File: src/rtl/numbotron_core_if.sv
// numbotron_core_if
//   Host-side access bus for numbotron_core: program-memory write port,
//   counter write port and counter read port.
//
//   prog_we / prog_addr / prog_data : write one program word (any state)
//   reg_we / reg_sel / reg_wdata    : write one counter (honoured only when idle/halted)
//   rd_sel / rd_data                : combinational counter read-back
//
//   master : host side (drives writes and read select)
//   slave  : core side (returns rd_data)
interface numbotron_core_if #(
  parameter int NREGS = 8,
  parameter int WIDTH = 8,
  parameter int DEPTH = 32
);
  localparam int AW = $clog2(DEPTH);
  localparam int SW = (NREGS > 1) ? $clog2(NREGS) : 1;
  localparam int IW = 3 * NREGS;

  logic          prog_we;
  logic [AW-1:0] prog_addr;
  logic [IW-1:0] prog_data;
  logic          reg_we;
  logic [SW-1:0] reg_sel;
  logic [WIDTH-1:0] reg_wdata;
  logic [SW-1:0] rd_sel;
  logic [WIDTH-1:0] rd_data;

  modport master (
    output prog_we, prog_addr, prog_data,
    output reg_we, reg_sel, reg_wdata,
    output rd_sel,
    input  rd_data
  );

  modport slave (
    input  prog_we, prog_addr, prog_data,
    input  reg_we, reg_sel, reg_wdata,
    input  rd_sel,
    output rd_data
  );
endinterface

File: src/rtl/numbotron_core.sv
// numbotron_core
//   Counter-machine sequencer. A bank of NREGS saturating counters is driven
//   by a program of DEPTH words, each word {inc_mask, dec_mask, zero_mask}.
//   An instruction loops "dec/inc the masked counters" until any counter in
//   zero_mask reads zero, then moves to the next word. A word whose zero_mask
//   is empty halts the machine.
//
// Ports
//   clk       : clock, all state changes on its rising edge
//   rstb      : synchronous active-high reset
//   slowclk   : tick enable for the sequencer
//   step      : single-step request (rising edge is latched)
//   run_mode  : 1 = free run, 0 = single step
//   start     : leaves IDLE/HALT and begins at ip = 0
//   bus       : program / counter access (numbotron_core_if.slave)
//   zflags    : per-counter zero flags (combinational)
//   inc_regs  : inc mask of the instruction in EXEC, else 0
//   dec_regs  : dec mask of the instruction in EXEC, else 0
//   dostep    : high in each cycle an inc/dec is applied
//   ip        : instruction pointer
//   running   : state is FETCH or EXEC
//   halted    : state is HALT
//   ovf       : sticky saturation flag
module numbotron_core #(
  parameter int NREGS = 8,
  parameter int WIDTH = 8,
  parameter int DEPTH = 32,
  localparam int AW = $clog2(DEPTH),
  localparam int SW = (NREGS > 1) ? $clog2(NREGS) : 1,
  localparam int IW = 3 * NREGS
) (
  input  logic             clk,
  input  logic             rstb,
  input  logic             slowclk,
  input  logic             step,
  input  logic             run_mode,
  input  logic             start,
  numbotron_core_if.slave  bus,
  output logic [NREGS-1:0] zflags,
  output logic [NREGS-1:0] inc_regs,
  output logic [NREGS-1:0] dec_regs,
  output logic             dostep,
  output logic [AW-1:0]    ip,
  output logic             running,
  output logic             halted,
  output logic             ovf
);

  typedef enum logic [1:0] {
    S_IDLE  = 2'd0,
    S_FETCH = 2'd1,
    S_EXEC  = 2'd2,
    S_HALT  = 2'd3
  } state_e;

  state_e           state_q, state_d;
  logic [AW-1:0]    ip_q, ip_d;
  logic             step_pending_q, step_pending_d;
  logic             step_prev_q;
  logic [NREGS-1:0] zmask_q, zmask_d;
  logic [NREGS-1:0] inc_q, inc_d;
  logic [NREGS-1:0] dec_q, dec_d;
  logic [WIDTH-1:0] regs_q [NREGS];
  logic [WIDTH-1:0] regs_d [NREGS];
  logic             ovf_q, ovf_d;
  logic [IW-1:0]    mem_q [DEPTH];

  logic [IW-1:0]    fetch_word_s;
  logic [NREGS-1:0] f_zero_s, f_dec_s, f_inc_s;
  logic [NREGS-1:0] zflags_s;
  logic             adv_s;
  logic             step_rise_s;
  logic             ip_last_s;
  logic             pend_clr_s;
  logic             exec_apply_s;
  logic             ovf_set_s;
  logic             host_we_s;
  logic             running_s;
  logic [WIDTH-1:0] rd_data_s;

  assign fetch_word_s = mem_q[ip_q];
  assign f_zero_s     = fetch_word_s[NREGS-1:0];
  assign f_dec_s      = fetch_word_s[2*NREGS-1:NREGS];
  assign f_inc_s      = fetch_word_s[3*NREGS-1:2*NREGS];

  assign running_s   = (state_q == S_FETCH) || (state_q == S_EXEC);
  assign adv_s       = slowclk & (run_mode | step_pending_q);
  assign step_rise_s = step & ~step_prev_q;
  assign ip_last_s   = (ip_q == AW'(DEPTH - 1));
  // Counter writes from the host would race the sequencer, so only idle/halted.
  assign host_we_s   = bus.reg_we & ~running_s;

  // Per-counter zero flags.
  always_comb begin
    zflags_s = '0;
    for (int i = 0; i < NREGS; i++) begin
      zflags_s[i] = (regs_q[i] == '0);
    end
  end

  // Counter read-back mux.
  always_comb begin
    rd_data_s = '0;
    for (int i = 0; i < NREGS; i++) begin
      if (bus.rd_sel == SW'(i)) begin
        rd_data_s = regs_q[i];
      end else begin
        rd_data_s = rd_data_s;
      end
    end
  end

  // Sequencer next-state: fetch/skip/halt decisions and EXEC loop control.
  always_comb begin
    state_d      = state_q;
    ip_d         = ip_q;
    zmask_d      = zmask_q;
    inc_d        = inc_q;
    dec_d        = dec_q;
    pend_clr_s   = 1'b0;
    exec_apply_s = 1'b0;

    case (state_q)
      S_IDLE, S_HALT: begin
        if (start) begin
          state_d    = S_FETCH;
          ip_d       = '0;
          pend_clr_s = 1'b1;
        end else begin
          state_d = state_q;
        end
      end

      S_FETCH: begin
        if (adv_s) begin
          if (f_zero_s == '0) begin
            // Empty test mask marks the end of the program.
            state_d    = S_HALT;
            pend_clr_s = 1'b1;
          end else if ((f_zero_s & zflags_s) != '0) begin
            // Test already satisfied: the instruction is skipped outright.
            pend_clr_s = 1'b1;
            if (ip_last_s) begin
              state_d = S_HALT;
            end else begin
              ip_d    = ip_q + AW'(1);
              state_d = S_FETCH;
            end
          end else begin
            // The word is latched so later program writes cannot disturb it.
            state_d = S_EXEC;
            zmask_d = f_zero_s;
            inc_d   = f_inc_s;
            dec_d   = f_dec_s;
          end
        end else begin
          state_d = S_FETCH;
        end
      end

      S_EXEC: begin
        if (slowclk) begin
          if ((zmask_q & zflags_s) != '0) begin
            // Loop finished; a pending step is consumed by the whole instruction.
            pend_clr_s = 1'b1;
            zmask_d    = '0;
            inc_d      = '0;
            dec_d      = '0;
            if (ip_last_s) begin
              state_d = S_HALT;
            end else begin
              ip_d    = ip_q + AW'(1);
              state_d = S_FETCH;
            end
          end else begin
            exec_apply_s = 1'b1;
          end
        end else begin
          state_d = S_EXEC;
        end
      end

      default: begin
        state_d = S_IDLE;
        ip_d    = '0;
        zmask_d = '0;
        inc_d   = '0;
        dec_d   = '0;
      end
    endcase

    // A new edge in the same cycle as a clear is kept for the next instruction.
    step_pending_d = (step_pending_q & ~pend_clr_s) | step_rise_s;
  end

  // Counter next-state: saturating inc/dec and host writes.
  always_comb begin
    ovf_set_s = 1'b0;
    for (int i = 0; i < NREGS; i++) begin
      regs_d[i] = regs_q[i];
      if (exec_apply_s && inc_q[i] && !dec_q[i]) begin
        if (regs_q[i] == {WIDTH{1'b1}}) begin
          ovf_set_s = 1'b1;
        end else begin
          regs_d[i] = regs_q[i] + WIDTH'(1);
        end
      end else if (exec_apply_s && dec_q[i] && !inc_q[i]) begin
        if (regs_q[i] == '0) begin
          ovf_set_s = 1'b1;
        end else begin
          regs_d[i] = regs_q[i] - WIDTH'(1);
        end
      end else begin
        // Counter in both masks, or no tick: holds.
        regs_d[i] = regs_q[i];
      end

      if (host_we_s && (bus.reg_sel == SW'(i))) begin
        regs_d[i] = bus.reg_wdata;
      end else begin
        regs_d[i] = regs_d[i];
      end
    end
    ovf_d = ovf_q | ovf_set_s;
  end

  // Sequencer and counter state registers with synchronous reset.
  always_ff @(posedge clk) begin
    if (rstb) begin
      state_q        <= S_IDLE;
      ip_q           <= '0;
      step_pending_q <= 1'b0;
      step_prev_q    <= 1'b0;
      zmask_q        <= '0;
      inc_q          <= '0;
      dec_q          <= '0;
      ovf_q          <= 1'b0;
      for (int i = 0; i < NREGS; i++) begin
        regs_q[i] <= '0;
      end
    end else begin
      state_q        <= state_d;
      ip_q           <= ip_d;
      step_pending_q <= step_pending_d;
      step_prev_q    <= step;
      zmask_q        <= zmask_d;
      inc_q          <= inc_d;
      dec_q          <= dec_d;
      ovf_q          <= ovf_d;
      for (int i = 0; i < NREGS; i++) begin
        regs_q[i] <= regs_d[i];
      end
    end
  end

  // Program memory write port; contents survive reset.
  always_ff @(posedge clk) begin
    if (bus.prog_we) begin
      mem_q[bus.prog_addr] <= bus.prog_data;
    end
  end

  assign bus.rd_data = rd_data_s;
  assign zflags      = zflags_s;
  assign inc_regs    = inc_q;
  assign dec_regs    = dec_q;
  // Reset aborts an EXEC tick in the same cycle, so the pulse is suppressed too.
  assign dostep      = exec_apply_s & ~rstb;
  assign ip          = ip_q;
  assign running     = running_s;
  assign halted      = (state_q == S_HALT);
  assign ovf         = ovf_q;

endmodule

File: src/flat_wrapper.sv
// flat-port wrapper written by rule: the top's interface ports become plain ports
module numbotron_core_flat 
#(
  parameter int NREGS = 8,
  parameter int WIDTH = 8,
  parameter int DEPTH = 32,
  localparam int AW = $clog2(DEPTH),
  localparam int SW = (NREGS > 1) ? $clog2(NREGS) : 1,
  localparam int IW = 3 * NREGS
)
  (clk, rstb, slowclk, step, run_mode, start, zflags, inc_regs, dec_regs, dostep, ip, running, halted, ovf, bus_prog_we, bus_prog_addr, bus_prog_data, bus_reg_we, bus_reg_sel, bus_reg_wdata, bus_rd_sel, bus_rd_data);
  numbotron_core_if #(.NREGS(NREGS), .WIDTH(WIDTH), .DEPTH(DEPTH)) bus_i ();
  input  logic clk;
  input  logic rstb;
  input  logic slowclk;
  input  logic step;
  input  logic run_mode;
  input  logic start;
  output logic [NREGS-1:0] zflags;
  output logic [NREGS-1:0] inc_regs;
  output logic [NREGS-1:0] dec_regs;
  output logic dostep;
  output logic [AW-1:0] ip;
  output logic running;
  output logic halted;
  output logic ovf;
  input wire logic [$bits(bus_i.prog_we)-1:0] bus_prog_we;
  input wire logic [$bits(bus_i.prog_addr)-1:0] bus_prog_addr;
  input wire logic [$bits(bus_i.prog_data)-1:0] bus_prog_data;
  input wire logic [$bits(bus_i.reg_we)-1:0] bus_reg_we;
  input wire logic [$bits(bus_i.reg_sel)-1:0] bus_reg_sel;
  input wire logic [$bits(bus_i.reg_wdata)-1:0] bus_reg_wdata;
  input wire logic [$bits(bus_i.rd_sel)-1:0] bus_rd_sel;
  output wire logic [$bits(bus_i.rd_data)-1:0] bus_rd_data;
  assign bus_i.prog_we = bus_prog_we;
  assign bus_i.prog_addr = bus_prog_addr;
  assign bus_i.prog_data = bus_prog_data;
  assign bus_i.reg_we = bus_reg_we;
  assign bus_i.reg_sel = bus_reg_sel;
  assign bus_i.reg_wdata = bus_reg_wdata;
  assign bus_i.rd_sel = bus_rd_sel;
  assign bus_rd_data = bus_i.rd_data;
  numbotron_core #(.NREGS(NREGS), .WIDTH(WIDTH), .DEPTH(DEPTH)) u_core (.clk(clk), .rstb(rstb), .slowclk(slowclk), .step(step), .run_mode(run_mode), .start(start), .bus(bus_i), .zflags(zflags), .inc_regs(inc_regs), .dec_regs(dec_regs), .dostep(dostep), .ip(ip), .running(running), .halted(halted), .ovf(ovf));
endmodule
File: config.mk
export PLATFORM = sky130hd
export DESIGN_NAME = numbotron_core_flat
export DESIGN_NICKNAME = d
export VERILOG_FILES = /design/src/rtl/numbotron_core_if.sv /design/src/rtl/numbotron_core.sv /design/src/flat_wrapper.sv
export SDC_FILE = /design/constraint.sdc
export NUM_CORES = 1
export LEC_CHECK = 0
export ABC_AREA = 1
export CORE_ASPECT_RATIO = 1.75
export CORE_MARGIN = 5
export CORE_UTILIZATION = 55
export CTS_BUF_LIST = sky130_fd_sc_hd__clkbuf_4 sky130_fd_sc_hd__clkbuf_8
export DETAILED_ROUTE_END_ITERATION = 6
export GPL_ROUTABILITY_DRIVEN = 0
export PLACE_DENSITY = 0.77
export SLEW_MARGIN = 20
export SYNTH_ARGS = -nofsm -noshare
export SYNTH_HDL_FRONTEND = slang
export SYNTH_SLANG_ARGS = --single-unit
File: constraint.sdc
create_clock -name clk -period 3 [get_ports clk]
set_input_delay 0.45 -clock clk [delete_from_list [all_inputs] [get_ports clk]]
set_output_delay 0.45 -clock clk [all_outputs]
set_load 0.01 [all_outputs]
==> results.json <==
{
  "status": "complete, but fails checks",
  "violations": "setup timing",
  "p_per_area_nw_per_um2": 539,
  "required_ns": 3.68,
  "yosys-top-cells-area": "edfxtp_1 60%, nand2_1 7.9%, dfxtp_1 5.4%",
  "grt_setup_unrepaired": "true",
  "max_cap_violations": 0,
  "wl_per_cell_um": 24.4,
  "fin_area_um2": 47500,
  "critPathMaxFanout": 6,
  "htreeDepth": 3,
  "max_stage_delay_ns": 0.31,
  "min_period_ns": 3.17,
  "ios": 92,
  "finalHoldViolations": 0,
  "root_buffer": "clkbuf_8",
  "io_buffers": 91,
  "grt_usage": 0.314,
  "synth_seq_area_share": 0.652,
  "yosysWarnings": 0,
  "fin_ws_ns": -0.173,
  "worstPathArrival_ns": 3.85,
  "startpoint_type": "flip-flop",
  "synth_top_area_cell": "edfxtp_1",
  "drt_iter0_drc": 3972,
  "vias_per_cell": 6.20,
  "clockBufferDepth": 3,
  "fp.dieH_um": 360,
  "synth_area_um2": 38500,
  "tightest_slew_ns": 1.06,
  "die_w_um": 210,
  "drive_above_1_share": 0.217,
  "grt_start_max_net_pins": 121,
  "placed_area_um2": 43400,
  "critPathCaptureType": "flip-flop",
  "hold_class": "input pin to flip-flop",
  "synth.avg_cell_area_um2": 10.6,
  "routed_wirelength_um": 125000,
  "first_pass_iters": 6,
  "finalSetupViolations": 13,
  "p_leak_nw": 17.4,
  "async_flop_share": 0,
  "areaGrowthSynthToFinish_pct": 23.4,
  "layout_commonest_cell": "edfxtp_1",
  "dieArea_um2": 75700,
  "clock_skew_ns": 0.0342,
  "critical_path_buf_inv_count": 3,
  "whs_ns": 0.209,
  "tritoncts": "done",
  "drv_slew": 0,
  "netlist.area_leader.share": 0.599,
  "rows": 128,
  "first_global_vias": 31068,
  "ir_drop_v": 0.000335,
  "core_um2": 69500,
  "synth_enable_flop_cells": 768,
  "ant_nets": 0,
  "clock_sinks": 871,
  "hpwl_um": 78600,
  "drc": 0,
  "min_period_over_period": 1.06,
  "vias": 31659,
  "slowest_stage": "dfxtp_1",
  "synth_nets": 3758,
  "cp_common_cell": "nand2_1",
  "fill_cells": 4737,
  "path_clk_slew_ns": 0.07,
  "fin_util": 0.684,
  "timing.fmax_mhz": 315,
  "synth-main-ff-cell": "edfxtp_1",
  "cp_top_family": "simple AND/OR/NAND/NOR gates",
  "postSynthCellCount": 3647,
  "clkLatencyLatePin_ns": 0.76,
  "cts_hold_buf": 0,
  "fin_tns_setup_ns": -0.987,
  "final_nets": 4211,
  "crit_chain": "nor2_1, nand2_1, nor4_4, nand2_1, nand2_1, nor2_4, nand2_4, nor2_4, buf_12, buf_12, nand2_8, buf_12, ha_4, a21oi_2, nand2_2, nand4_1, nand2_2, xor2_1, nand3b_1, nand2_1, nand2_1, nand2_1, nand2_1, a21oi_1",
  "relSlewSlack": 0.292,
  "critPathKind": "flip-flop to flip-flop",
  "synth-seq-cells": 871,
  "grt_pass1_wl_um": 180000,
  "final_cell_mix": "768 x edfxtp_1, 751 x nand2_1, 395 x nor2_1",
  "overflow": 0,
  "initial_utilization": 0.554,
  "power_mw": 25.6,
  "grt_antenna_before_repair": 7,
  "numCtsBuffers": 112,
  "synth.distinct_cells": 39
}
[metrics by stage]
| stage | setup WS [ns] | instances |
|---|---|---|
| floorplan | 0.0279 | 3647 |
| global placement | -0.478 | 4859 |
| detailed placement | -0.565 | 4859 |
| CTS | -0.150 | 5084 |
| global route | -0.288 | 5103 |
| finish | -0.173 | 5106 |
[routing by layer]
layer	wire [um]	global-route usage
met3	11100	0.0671
met5	23	0
met4	12600	0.260
met2	62900	0.547
met1	38000	0.319
[flip-flops by register name, indices dropped and copies added, names as in the netlist, named ones only]
name,flops
u_core.mem_q,768
u_core.regs_q,64
u_core.dec_regs,8
u_core.inc_regs,8
u_core.zmask_q,8
u_core.ip,5
u_core.state_q,2
u_core.ovf,1
u_core.step_pending_q,1
u_core.step_prev_q,1
[path summary, 6_finish.rpt]
| kind | cells after the start | end | slack (ns) | from |
|---|---|---|---|---|
| worst max-delay path | 24 | u_core.regs_q[0][15] | -0.17 | u_core.regs_q[1][7] |
| worst min-delay path | 1 | u_core.mem_q[25][18] | 0.21 | bus_prog_data[18] |
| worst max register to register | 24 | u_core.regs_q[0][15] | -0.17 | u_core.regs_q[1][7] |
| worst min register to register | 3 | u_core.step_pending_q | 0.48 | u_core.step_prev_q |
[Yosys cell counts (18+ instances only)]
cell and n:
nand2_1 806, edfxtp_1 768, nor2_1 429, o21ai_0 349
nand3_1 330, inv_1 142, a21oi_1 136, clkbuf_1 108
dfxtp_1 103, o221ai_1 94, buf_2 60, ha_1 52
o22ai_1 43, nand4_1 39, xnor2_1 25, a31oi_1 21
xor2_1 18
[where the power goes]
| part | switching [mW] | internal (mW) | total [mW] |
|---|---|---|---|
| Combinational | 1.97 | 0.967 | 2.94 |
| Sequential | 0.0965 | 13.4 | 13.5 |
| Clock | 4.43 | 4.81 | 9.24 |
[timing repair]
action                                  4_1_cts  5_1_grt
resized for setup                           157      180
buffers inserted                             21       25
gates cloned                                  1        3
pin swaps                                    55       93
endpoints found under the setup margin       56       90
[cell families (layout without fill, tap and decap cells)]
kind of cell    Yosys count  in the layout  share of synthesized area
flops                   871            871                      0.652
compound gates          673            673                      0.101
other cells               0              5                          0
buf+inv                 357            901                     0.0387
fa+ha+maj                60             60                     0.0210
simple gates           1643           1643                      0.177
xor+xnor                 43             43                    0.00977
[layout make-up]
class	instances	area [um2]	area share
timing repair buffer	538	4890	0.103
tap	910	1140	0.0240
inverter	158	617	0.0130
antenna	5	12.5	0.000263
sequential	871	25200	0.529
clock buffer	137	1740	0.0365
multi-input combinational	2419	13400	0.281
clock inverter	68	637	0.0134
(Power assumes the default switching activity.)
